### src/rtl/fir_accumulator.sv
// Sums NUM_TAPS complex partial products per output sample, then rounds half-up,
// drops SHIFT LSBs and saturates each rail onto a valid/ready output register.
module fir_accumulator #(
    parameter int unsigned NUM_TAPS = 8,
    parameter int unsigned PP_W     = 52,
    parameter int unsigned GUARD_W  = 4,
    parameter int unsigned OUT_W    = 24,
    parameter int unsigned SHIFT    = 24
) (
    input  logic             clk,
    input  logic             reset,
    input  logic             in_valid,
    output logic             in_ready,
    input  logic             in_first,
    input  logic [PP_W-1:0]  pp_I,
    input  logic [PP_W-1:0]  pp_Q,
    output logic             out_valid,
    input  logic             out_ready,
    output logic [OUT_W-1:0] out_I,
    output logic [OUT_W-1:0] out_Q,
    output logic             out_sat,
    output logic             align_err
);

    localparam int unsigned ACC_W = PP_W + GUARD_W;
    localparam int unsigned CNT_W = $clog2(NUM_TAPS);

    typedef logic signed [ACC_W-1:0] acc_t;
    // One extra bit so the rounding constant can never overflow the sum.
    typedef logic signed [ACC_W:0]   ext_t;

    localparam logic [CNT_W-1:0] LAST_TAP = CNT_W'(NUM_TAPS - 1);
    localparam ext_t RND     = ext_t'(longint'(1) <<< (SHIFT - 1));
    localparam ext_t SAT_MAX = ext_t'((longint'(1) <<< (OUT_W - 1)) - longint'(1));
    localparam ext_t SAT_MIN = ext_t'(-(longint'(1) <<< (OUT_W - 1)));

    // Returns {saturated, value}.
    function automatic logic [OUT_W:0] round_sat(input acc_t s);
        ext_t r;
        r = (ext_t'(s) + RND) >>> SHIFT;
        if (r > SAT_MAX) begin
            round_sat = {1'b1, SAT_MAX[OUT_W-1:0]};
        end else if (r < SAT_MIN) begin
            round_sat = {1'b1, SAT_MIN[OUT_W-1:0]};
        end else begin
            round_sat = {1'b0, r[OUT_W-1:0]};
        end
    endfunction

    logic [CNT_W-1:0] tap_cnt_q, tap_cnt_d;
    acc_t             acc_i_q, acc_i_d;
    acc_t             acc_q_q, acc_q_d;
    logic [OUT_W-1:0] out_i_q, out_i_d;
    logic [OUT_W-1:0] out_q_q, out_q_d;
    logic             out_sat_q, out_sat_d;
    logic             out_valid_q, out_valid_d;
    logic             align_err_q, align_err_d;

    logic             xfer, start, complete;
    acc_t             pp_i_ext, pp_q_ext, sum_i, sum_q;
    logic [OUT_W:0]   rs_i, rs_q;

    assign in_ready = !(out_valid_q && !out_ready && (tap_cnt_q == LAST_TAP));

    always_comb begin
        xfer     = in_valid && in_ready;
        start    = (tap_cnt_q == '0) || in_first;
        pp_i_ext = acc_t'($signed(pp_I));
        pp_q_ext = acc_t'($signed(pp_Q));
        sum_i    = start ? pp_i_ext : acc_i_q + pp_i_ext;
        sum_q    = start ? pp_q_ext : acc_q_q + pp_q_ext;
        // A restart via in_first never completes since NUM_TAPS >= 2.
        complete = xfer && !start && (tap_cnt_q == LAST_TAP);
        rs_i     = round_sat(sum_i);
        rs_q     = round_sat(sum_q);

        tap_cnt_d   = tap_cnt_q;
        acc_i_d     = acc_i_q;
        acc_q_d     = acc_q_q;
        out_i_d     = out_i_q;
        out_q_d     = out_q_q;
        out_sat_d   = out_sat_q;
        out_valid_d = out_valid_q && !out_ready;
        align_err_d = align_err_q;

        if (xfer) begin
            acc_i_d   = sum_i;
            acc_q_d   = sum_q;
            tap_cnt_d = start ? CNT_W'(1) : tap_cnt_q + 1'b1;
            if (in_first && (tap_cnt_q != '0)) begin
                align_err_d = 1'b1;
            end
        end

        if (complete) begin
            tap_cnt_d   = '0;
            out_i_d     = rs_i[OUT_W-1:0];
            out_q_d     = rs_q[OUT_W-1:0];
            out_sat_d   = rs_i[OUT_W] || rs_q[OUT_W];
            out_valid_d = 1'b1;
        end
    end

    always_ff @(posedge clk) begin
        if (reset) begin
            tap_cnt_q   <= '0;
            acc_i_q     <= '0;
            acc_q_q     <= '0;
            out_i_q     <= '0;
            out_q_q     <= '0;
            out_sat_q   <= 1'b0;
            out_valid_q <= 1'b0;
            align_err_q <= 1'b0;
        end else begin
            tap_cnt_q   <= tap_cnt_d;
            acc_i_q     <= acc_i_d;
            acc_q_q     <= acc_q_d;
            out_i_q     <= out_i_d;
            out_q_q     <= out_q_d;
            out_sat_q   <= out_sat_d;
            out_valid_q <= out_valid_d;
            align_err_q <= align_err_d;
        end
    end

    assign out_I     = out_i_q;
    assign out_Q     = out_q_q;
    assign out_sat   = out_sat_q;
    assign out_valid = out_valid_q;
    assign align_err = align_err_q;

endmodule

### config.mk
export PLATFORM = sky130hd
export DESIGN_NAME = fir_accumulator
export DESIGN_NICKNAME = d
export VERILOG_FILES = /design/src/rtl/fir_accumulator.sv
export SDC_FILE = /design/constraint.sdc
export NUM_CORES = 1
export LEC_CHECK = 0
export CORE_ASPECT_RATIO = 1.1
export CORE_MARGIN = 2
export CORE_UTILIZATION = 55
export CTS_CLUSTER_SIZE = 14
export DETAILED_ROUTE_END_ITERATION = 6
export PLACE_DENSITY = 0.85
export SETUP_SLACK_MARGIN = 0.02
export SKIP_CTS_REPAIR_TIMING = 1
export SYNTH_ARGS = -nofsm -noshare
export SYNTH_HDL_FRONTEND = slang
export SYNTH_SLANG_ARGS = --single-unit
### constraint.sdc
create_clock -name clk -period 6.5 [get_ports clk]
set_input_delay 0.65 -clock clk [delete_from_list [all_inputs] [get_ports clk]]
set_output_delay 0.65 -clock clk [all_outputs]
set_load 0.1 [all_outputs]
==> impl_metrics.env, run 1 <==
export IMPL_required_ns=6.79
export IMPL_ir_drop_mv=0.176
export IMPL_path_cells="clkdlybuf4s50_1 -> ha_1 -> o21ai_0 -> a211oi_1 -> nand3_1 -> and2_1 -> o311ai_1 -> nor3_1 -> o31ai_1 -> o2111ai_1 -> nor4_1 -> mux2_2 -> o21ai_1 -> nand4_1 -> nand2_1 -> buf_4 -> a211oi_1"
export IMPL_worstPathMaxFanout=12
export IMPL_cp_num_buf_inv=2
export IMPL_worst_setup_path_type="input pin to flip-flop"
export IMPL_start_kind="input pin"
export IMPL_synth_area_per_cell_um2=7.19
export IMPL_clkLatencyLatePin_ns=0.47
export IMPL_routedWlPerCell_um=21.5
export IMPL_seq_power_share_pct=30.6
export IMPL_cts_max_level=4
export IMPL_max_stage_delay_ns=0.91
export IMPL_vias=19000
export IMPL_drt_iter0_markers=1905
export IMPL_cts_sinks=166
export IMPL_power_total_w=0.00362
export IMPL_fp_dieH_um=187
export IMPL_place_area_um2=18600
export IMPL_wl_um=61000
export IMPL_finalCriticalPeriod_ns=5.91
export IMPL_viasPerCell=6.67
export IMPL_fmax_mhz=169
export IMPL_dp_hpwl_um=46600
export IMPL_ys_seq_elements=166
export IMPL_cts_inserted_buffers=17
export IMPL_power_frac_clock_pct=29.1
export IMPL_final_setup_skew_ns=0.0181
export IMPL_setup_violations=0
export IMPL_finalInstanceArea_um2=19200
export IMPL_ys_seq_area_share_pct=19.8
export IMPL_crit_path_end_kind="flip-flop"
export IMPL_cts_clk_slew_worst_paths_ns=0.07
export IMPL_io_buffers=160
export IMPL_post_route_period_util_pct=90.9
export IMPL_power_switching_w=0.00147
export IMPL_syn_inst=2335
export IMPL_timing_rr_start="acc_q_q[7]"
export IMPL_cpMostUsedCell="a211oi_1"
export IMPL_arrival_ns=6.20
export IMPL_synthToLayoutAreaGrowth_pct=14.3
export IMPL_maxCapViolCount=0
export IMPL_ys_flop_type="dfxtp_1"
export IMPL_synth_warning_count=0
export IMPL_die_area_um2=31900
export IMPL_hp_start="out_Q[23]"
export IMPL_start_util_pct=55.5
export IMPL_drc_errors=0
export IMPL_grt_max_degree=129
export IMPL_synth_area_um2=16800
export IMPL_drv_slew=0
export IMPL_final_cells=2842
export IMPL_detail_route_antenna_nets=0
export IMPL_combinationalPowerShare_pct=40.3
export IMPL_synth_distinct_cells=102
export IMPL_drive_gt1_share_pct=6.22
export IMPL_yosysTopAreaCell="dfxtp_1"
export IMPL_gp_congestion=0.988
export IMPL_cpMaxStageDelayCell="o311ai_1"
export IMPL_ioPinCount=161
export IMPL_setup_tns_ns=0
export IMPL_holdCritPathClass="flip-flop to flip-flop"
export IMPL_fin_util_pct=63.4
export IMPL_rsz0062_at_grt="false"
export IMPL_p_sw_share_pct=40.5
export IMPL_finalNetCount=2639
export IMPL_cts_tree="built"
export IMPL_max_slew_margin_pct=28.2
export IMPL_crit_family="compound AO/OA/AOI/OAI gates"
export IMPL_crit_start="pp_Q[7]"
export IMPL_r2r_setup_slack_ns=0.93
export IMPL_status="finished clean"
export IMPL_synth_async_sr_flop_share_pct=0
export IMPL_yosys_top_cells_area="dfxtp_1 20%, ha_1 8.6%, nand2_1 7.2%"
export IMPL_grtUsageTotal_pct=37.7
export IMPL_root_buffer="clkbuf_16"
export IMPL_hold_viol_final=0
export IMPL_grt_pass1_vias=18000
export IMPL_grt_overflow=0
export IMPL_internal_power_w=0.00215
export IMPL_leakagePower_nw=7.28
export IMPL_antenna_found_initial=2
export IMPL_whs_path_depth=2
export IMPL_synth_nets=2561
export IMPL_grt_first_pass_wirelength_um=96000
export IMPL_die_w_um=171
export IMPL_firstDrtPassIters=7
export IMPL_coreArea_um2=30300
export IMPL_ff2ff_path_depth=16
export IMPL_min_to="out_Q[23]"
export IMPL_place_inst=2808
export IMPL_worst_pin_slew_ns=1.06
export IMPL_timing_rr_end="out_Q[21]"
export IMPL_synth_edff_count=0
export IMPL_cts_buffer_depth=2
export IMPL_powerDensity_nw_per_um2=189
export IMPL_rows=67
export IMPL_synth_top_area_share_pct=19.8
==> area by class of cell <==
type	instances	area (um^2)
clock inverter	12	118
sequential	166	3320
tap	414	518
inverter	19	71.3
multi-input combinational	2004	12700
fill	2788	11100
clock buffer	20	457
timing repair buffer	205	1950
antenna	2	5.00
==> metrics by stage <==
stage,setup WS [ns],hold slack (ns)
after floorplan,0.534,0.436
after global routing,0.276,0.487
after detailed placement,0.357,0.456
after CTS,0.809,0.466
final,0.594,0.466
after global placement,0.370,0.445
==> sequential cells by signal, indices dropped and copies added (netlist names) <==
register	flops
acc_i_q	56
acc_q_q	56
align_err	1
out_I	24
out_Q	24
out_sat	1
out_valid	1
tap_cnt_q	3
==> how the worst max path moves through the flow <==
stage,to,cells after the start
floorplan,out_I[10],26
global placement,out_I[17],20
detailed placement,out_I[2],20
CTS,out_I[2],20
global route,out_I[2],21
finish,out_Q[21],17
==> metal layers <==
metal | GRT usage (%) | part of all wire, % | routed length, um
met5 | 0 | 0 | 0
met4 | 19.4 | 5.4 | 3290
met3 | 4.55 | 6.5 | 3940
met2 | 63.5 | 47 | 28500
met1 | 47.1 | 41 | 25300
==> power groups by stage <==
stage | registers [W] | clock network, W | logic (W)
finish | 0.00111 | 0.00105 | 0.00146
global route | 0.00111 | 0.00111 | 0.00158
floorplan | 0.00112 | 0 | 0.000995
global placement | 0.00113 | 0 | 0.00139
detailed placement | 0.00113 | 0 | 0.00141
CTS | 0.00111 | 0.00107 | 0.00142
==> synthesized netlist by cell type (all sizes together) (11+ instances only) <==
cell / instances
o21a: 27
nor4: 29
dfxtp: 166
and3: 30
o21bai: 15
nor3: 79
xnor2: 52
inv: 19
mux2i: 15
buf: 56
and4: 12
nand2b: 17
a21oi: 186
nand2: 325
a21o: 40
o31ai: 30
o21ai: 141
a211oi: 92
o31a: 15
nand4: 55
clkbuf: 90
nor2: 282
and2: 18
a31oi: 13
or2: 15
nand3: 71
ha: 115
a221oi: 11
a311oi: 43
o211ai: 28
or3: 25
xor2: 45
a221o: 26
==> worst reg2reg max path, cell delays in order, from the launching register on <==
cell	delay [ns]
dfxtp_1	0.32
ha_1	0.40
o21ai_0	0.17
a211oi_1	0.53
nand3_1	0.25
and2_1	0.26
o311ai_1	0.91
nor3_1	0.14
o31ai_1	0.40
o2111ai_1	0.39
nor4_1	0.53
mux2_2	0.39
o21ai_1	0.16
nand4_1	0.14
nand2_1	0.12
buf_4	0.19
a211oi_1	0.10
==> cell usage in the layout, fill, tap and decap left out, drive strengths merged, types with 17 or more instances in the layout <==
cell / count
and2: 18
nor3: 79
nor2: 282
a221o: 26
o21ai: 141
o31ai: 30
o211ai: 28
o21a: 27
nand2: 325
a21o: 40
nor4: 29
xor2: 45
nand3: 71
nand2b: 17
xnor2: 52
a21oi: 186
buf: 46
clkbuf: 20
clkdlybuf4s50: 159
dfxtp: 166
or3: 25
inv: 24
a211oi: 92
ha: 115
a311oi: 43
and3: 30
nand4: 55
==> cell families (layout without fill, tap and decap cells) <==
group / Yosys count / after routing / share of synthesized area (%)
AOI/OAI and AO/OA: 757 / 757 / 31.8
xor gates and xnor gates: 97 / 97 / 5.06
adders and majority gates: 117 / 117 / 8.81
buffers and inverters: 165 / 256 / 4.37
DFF: 166 / 166 / 19.8
muxes: 22 / 22 / 1.36
other: 0 / 2 / 0
and+or+nand+nor: 1011 / 1011 / 28.8
Power figures use the tool's default switching activity.
==> run 2, diff against run 1 <==
--- a/config.mk
+++ b/config.mk
@@ -8,6 +8,7 @@
 export CORE_ASPECT_RATIO = 1.1
 export CORE_MARGIN = 2
 export CORE_UTILIZATION = 55
+export CTS_CLUSTER_DIAMETER = 100
 export CTS_CLUSTER_SIZE = 14
 export DETAILED_ROUTE_END_ITERATION = 6
 export PLACE_DENSITY = 0.85
==> results of run 2 <==
No change in the layout: final DEF, timing and power equal those of run 1.
==> run 3, diff against run 2 <==
--- a/config.mk
+++ b/config.mk
@@ -7,11 +7,11 @@
 export LEC_CHECK = 0
 export CORE_ASPECT_RATIO = 1.1
 export CORE_MARGIN = 2
-export CORE_UTILIZATION = 55
+export CORE_UTILIZATION = 40
 export CTS_CLUSTER_DIAMETER = 100
 export CTS_CLUSTER_SIZE = 14
 export DETAILED_ROUTE_END_ITERATION = 6
-export PLACE_DENSITY = 0.85
+export PLACE_DENSITY = 0.67
 export SETUP_SLACK_MARGIN = 0.02
 export SKIP_CTS_REPAIR_TIMING = 1
 export SYNTH_ARGS = -nofsm -noshare
==> impl_metrics.env, run 3 (synthesis gave the netlist of run 1 again) <==
export IMPL_path_cells="clkdlybuf4s50_1 -> ha_1 -> fa_1 -> a211oi_1 -> o21ai_0 -> a221oi_1 -> buf_4 -> o21ai_0 -> a21boi_0 -> xnor2_1 -> mux2i_1 -> or3_1 -> nor4_1 -> mux2_2 -> o21ai_1 -> nand4_1 -> nand2_1 -> buf_12 -> a211oi_1"
export IMPL_worst_setup_path_type="input pin to flip-flop"
export IMPL_ioPinCount=161
export IMPL_met2_usage_pct=49.5
export IMPL_drt_iter0_markers=1381
export IMPL_reg_top3="acc_i_q: 56 flops, acc_q_q: 56 flops"
export IMPL_gp_congestion=1.00
export IMPL_final_cells=3003
export IMPL_dp_hpwl_um=48800
export IMPL_power_total_w=0.00372
export IMPL_rows=78
export IMPL_grt_util_met1_pct=35.0
export IMPL_io_buffers=160
export IMPL_cp_num_buf_inv=3
export IMPL_ir_drop_mv=0.212
export IMPL_detail_route_antenna_nets=0
export IMPL_maxCapViolCount=0
export IMPL_cts_tree="built"
export IMPL_arrival_ns=6.10
export IMPL_start_util_pct=40.7
export IMPL_required_ns=6.81
export IMPL_die_w_um=199
export IMPL_finalNetCount=2654
export IMPL_die_area_um2=43600
export IMPL_crit_family="compound AO/OA/AOI/OAI gates"
export IMPL_failed_checks="design-rule violations"
export IMPL_cts_inserted_buffers=17
export IMPL_top_usage_layer="met2"
export IMPL_setup_violations=0
export IMPL_cpMaxStageDelayCell="a221oi_1"
export IMPL_clkLatencyLatePin_ns=0.48
export IMPL_finalCriticalPeriod_ns=5.79
export IMPL_drive_gt1_share_pct=6.84
export IMPL_post_route_period_util_pct=89.1
export IMPL_routedWlPerCell_um=20.8
export IMPL_hold_viol_final=0
export IMPL_final_setup_skew_ns=0.0134
export IMPL_max_slew_margin_pct=28.3
export IMPL_holdCritPathClass="flip-flop to flip-flop"
export IMPL_max_stage_delay_ns=0.56
export IMPL_viasPerCell=6.18
export IMPL_start_kind="input pin"
export IMPL_powerDensity_nw_per_um2=190
export IMPL_drv_slew=0
export IMPL_fin_ws_ns=0.709
export IMPL_dp_slack_ns=0.351
export IMPL_fp_dieH_um=219
export IMPL_final_common_cell="nand2_1"
export IMPL_fillCellCount=4178
export IMPL_grt_max_degree=107
export IMPL_met3_usage_pct=3.47
export IMPL_crit_path_end_kind="flip-flop"
export IMPL_synthToLayoutAreaGrowth_pct=16.7
export IMPL_status="finished, violations left"
export IMPL_rsz0062_at_grt="false"
export IMPL_cts_clk_slew_worst_paths_ns=0.08
export IMPL_grt_overflow=0
export IMPL_worst_pin_slew_ns=1.07
export IMPL_setup_tns_ns=0
export IMPL_coreArea_um2=41300
export IMPL_leakagePower_nw=7.39
export IMPL_worstPathMaxFanout=23
export IMPL_antenna_found_initial=1
export IMPL_grt_first_pass_wirelength_um=96900
export IMPL_grtUsageTotal_pct=28.4
export IMPL_fmax_mhz=173
export IMPL_cts_sinks=166
export IMPL_vias=18600
export IMPL_place_inst=2969
export IMPL_layout_common_cells="323 x nand2_1, 281 x nor2_1, 177 x a21oi_1"
export IMPL_root_buffer="clkbuf_16"
export IMPL_grt_pass1_vias=17700
export IMPL_cts_buffer_depth=2
export IMPL_wl_um=62400
export IMPL_cts_max_level=4
export IMPL_drc_errors=2
export IMPL_holdWs_ns=0.466
export IMPL_firstDrtPassIters=7
-- run 3: cell types whose count changed in the layout (fill, tap and decap cells not counted), sizes merged --
cell / delta
buf: +15
bufinv: +2
clkinvlp: -2
inv: +2
clkbuf: -1
clkinv: -1
-- run 3: layout make-up --
type	instances	area [um^2]	share of cell area, %
inverters	19	71.3	0.364
repair buffers	220	2100	10.7
flip-flops and latches	166	3320	17.0
clock inverters	13	184	0.939
diodes	2	5.00	0.0256
clock buffers	19	453	2.31
multi-input cells	2004	12700	65.1
well taps	560	701	3.58
-- run 3: power breakdown --
part / switching [W] / total (W) / internal (W)
logic: 0.000924 / 0.00146 / 0.000534
registers: 0.0000347 / 0.00111 / 0.00107
clock network: 0.000518 / 0.00116 / 0.000639
total: 0.00148 / 0.00372 / 0.00225
-- run 3: final timing paths --
path / start / endpoint / slack, ns / depth (start not counted)
hold reg to reg: acc_q_q[2] / acc_q_q[2] / 0.47 / 2
setup reg to reg: acc_i_q[0] / out_I[12] / 1.10 / 20
hold / removal: acc_q_q[2] / acc_q_q[2] / 0.47 / 2
setup / recovery: pp_Q[0] / out_Q[13] / 0.71 / 19
-- run 3: worst register-to-register path: cells and delay by family (launching register included) --
kind | cells | cell delay (ns)
compound gates | 9 | 2.16
xor+xnor | 2 | 0.42
fa+ha+maj | 3 | 0.85
buf+inv | 3 | 0.38
flops | 1 | 0.32
mux | 1 | 0.16
simple gates | 2 | 0.99
-- run 3: routing by layer --
metal / share of wire [%] / wire length (um)
met4: 3.9 / 2420
met5: 0 / 0
met1: 43 / 26500
met2: 48 / 30100
met3: 5.4 / 3340
-- run 3: through the flow --
| stage | utilization, % | area [um^2] |
|---|---|---|
| floorplan | - | 16800 |
| global placement | 45.9 | 18900 |
| detailed placement | 45.9 | 18900 |
| CTS | 47.4 | 19600 |
| global route | 47.4 | 19600 |
| finish | 47.4 | 19600 |
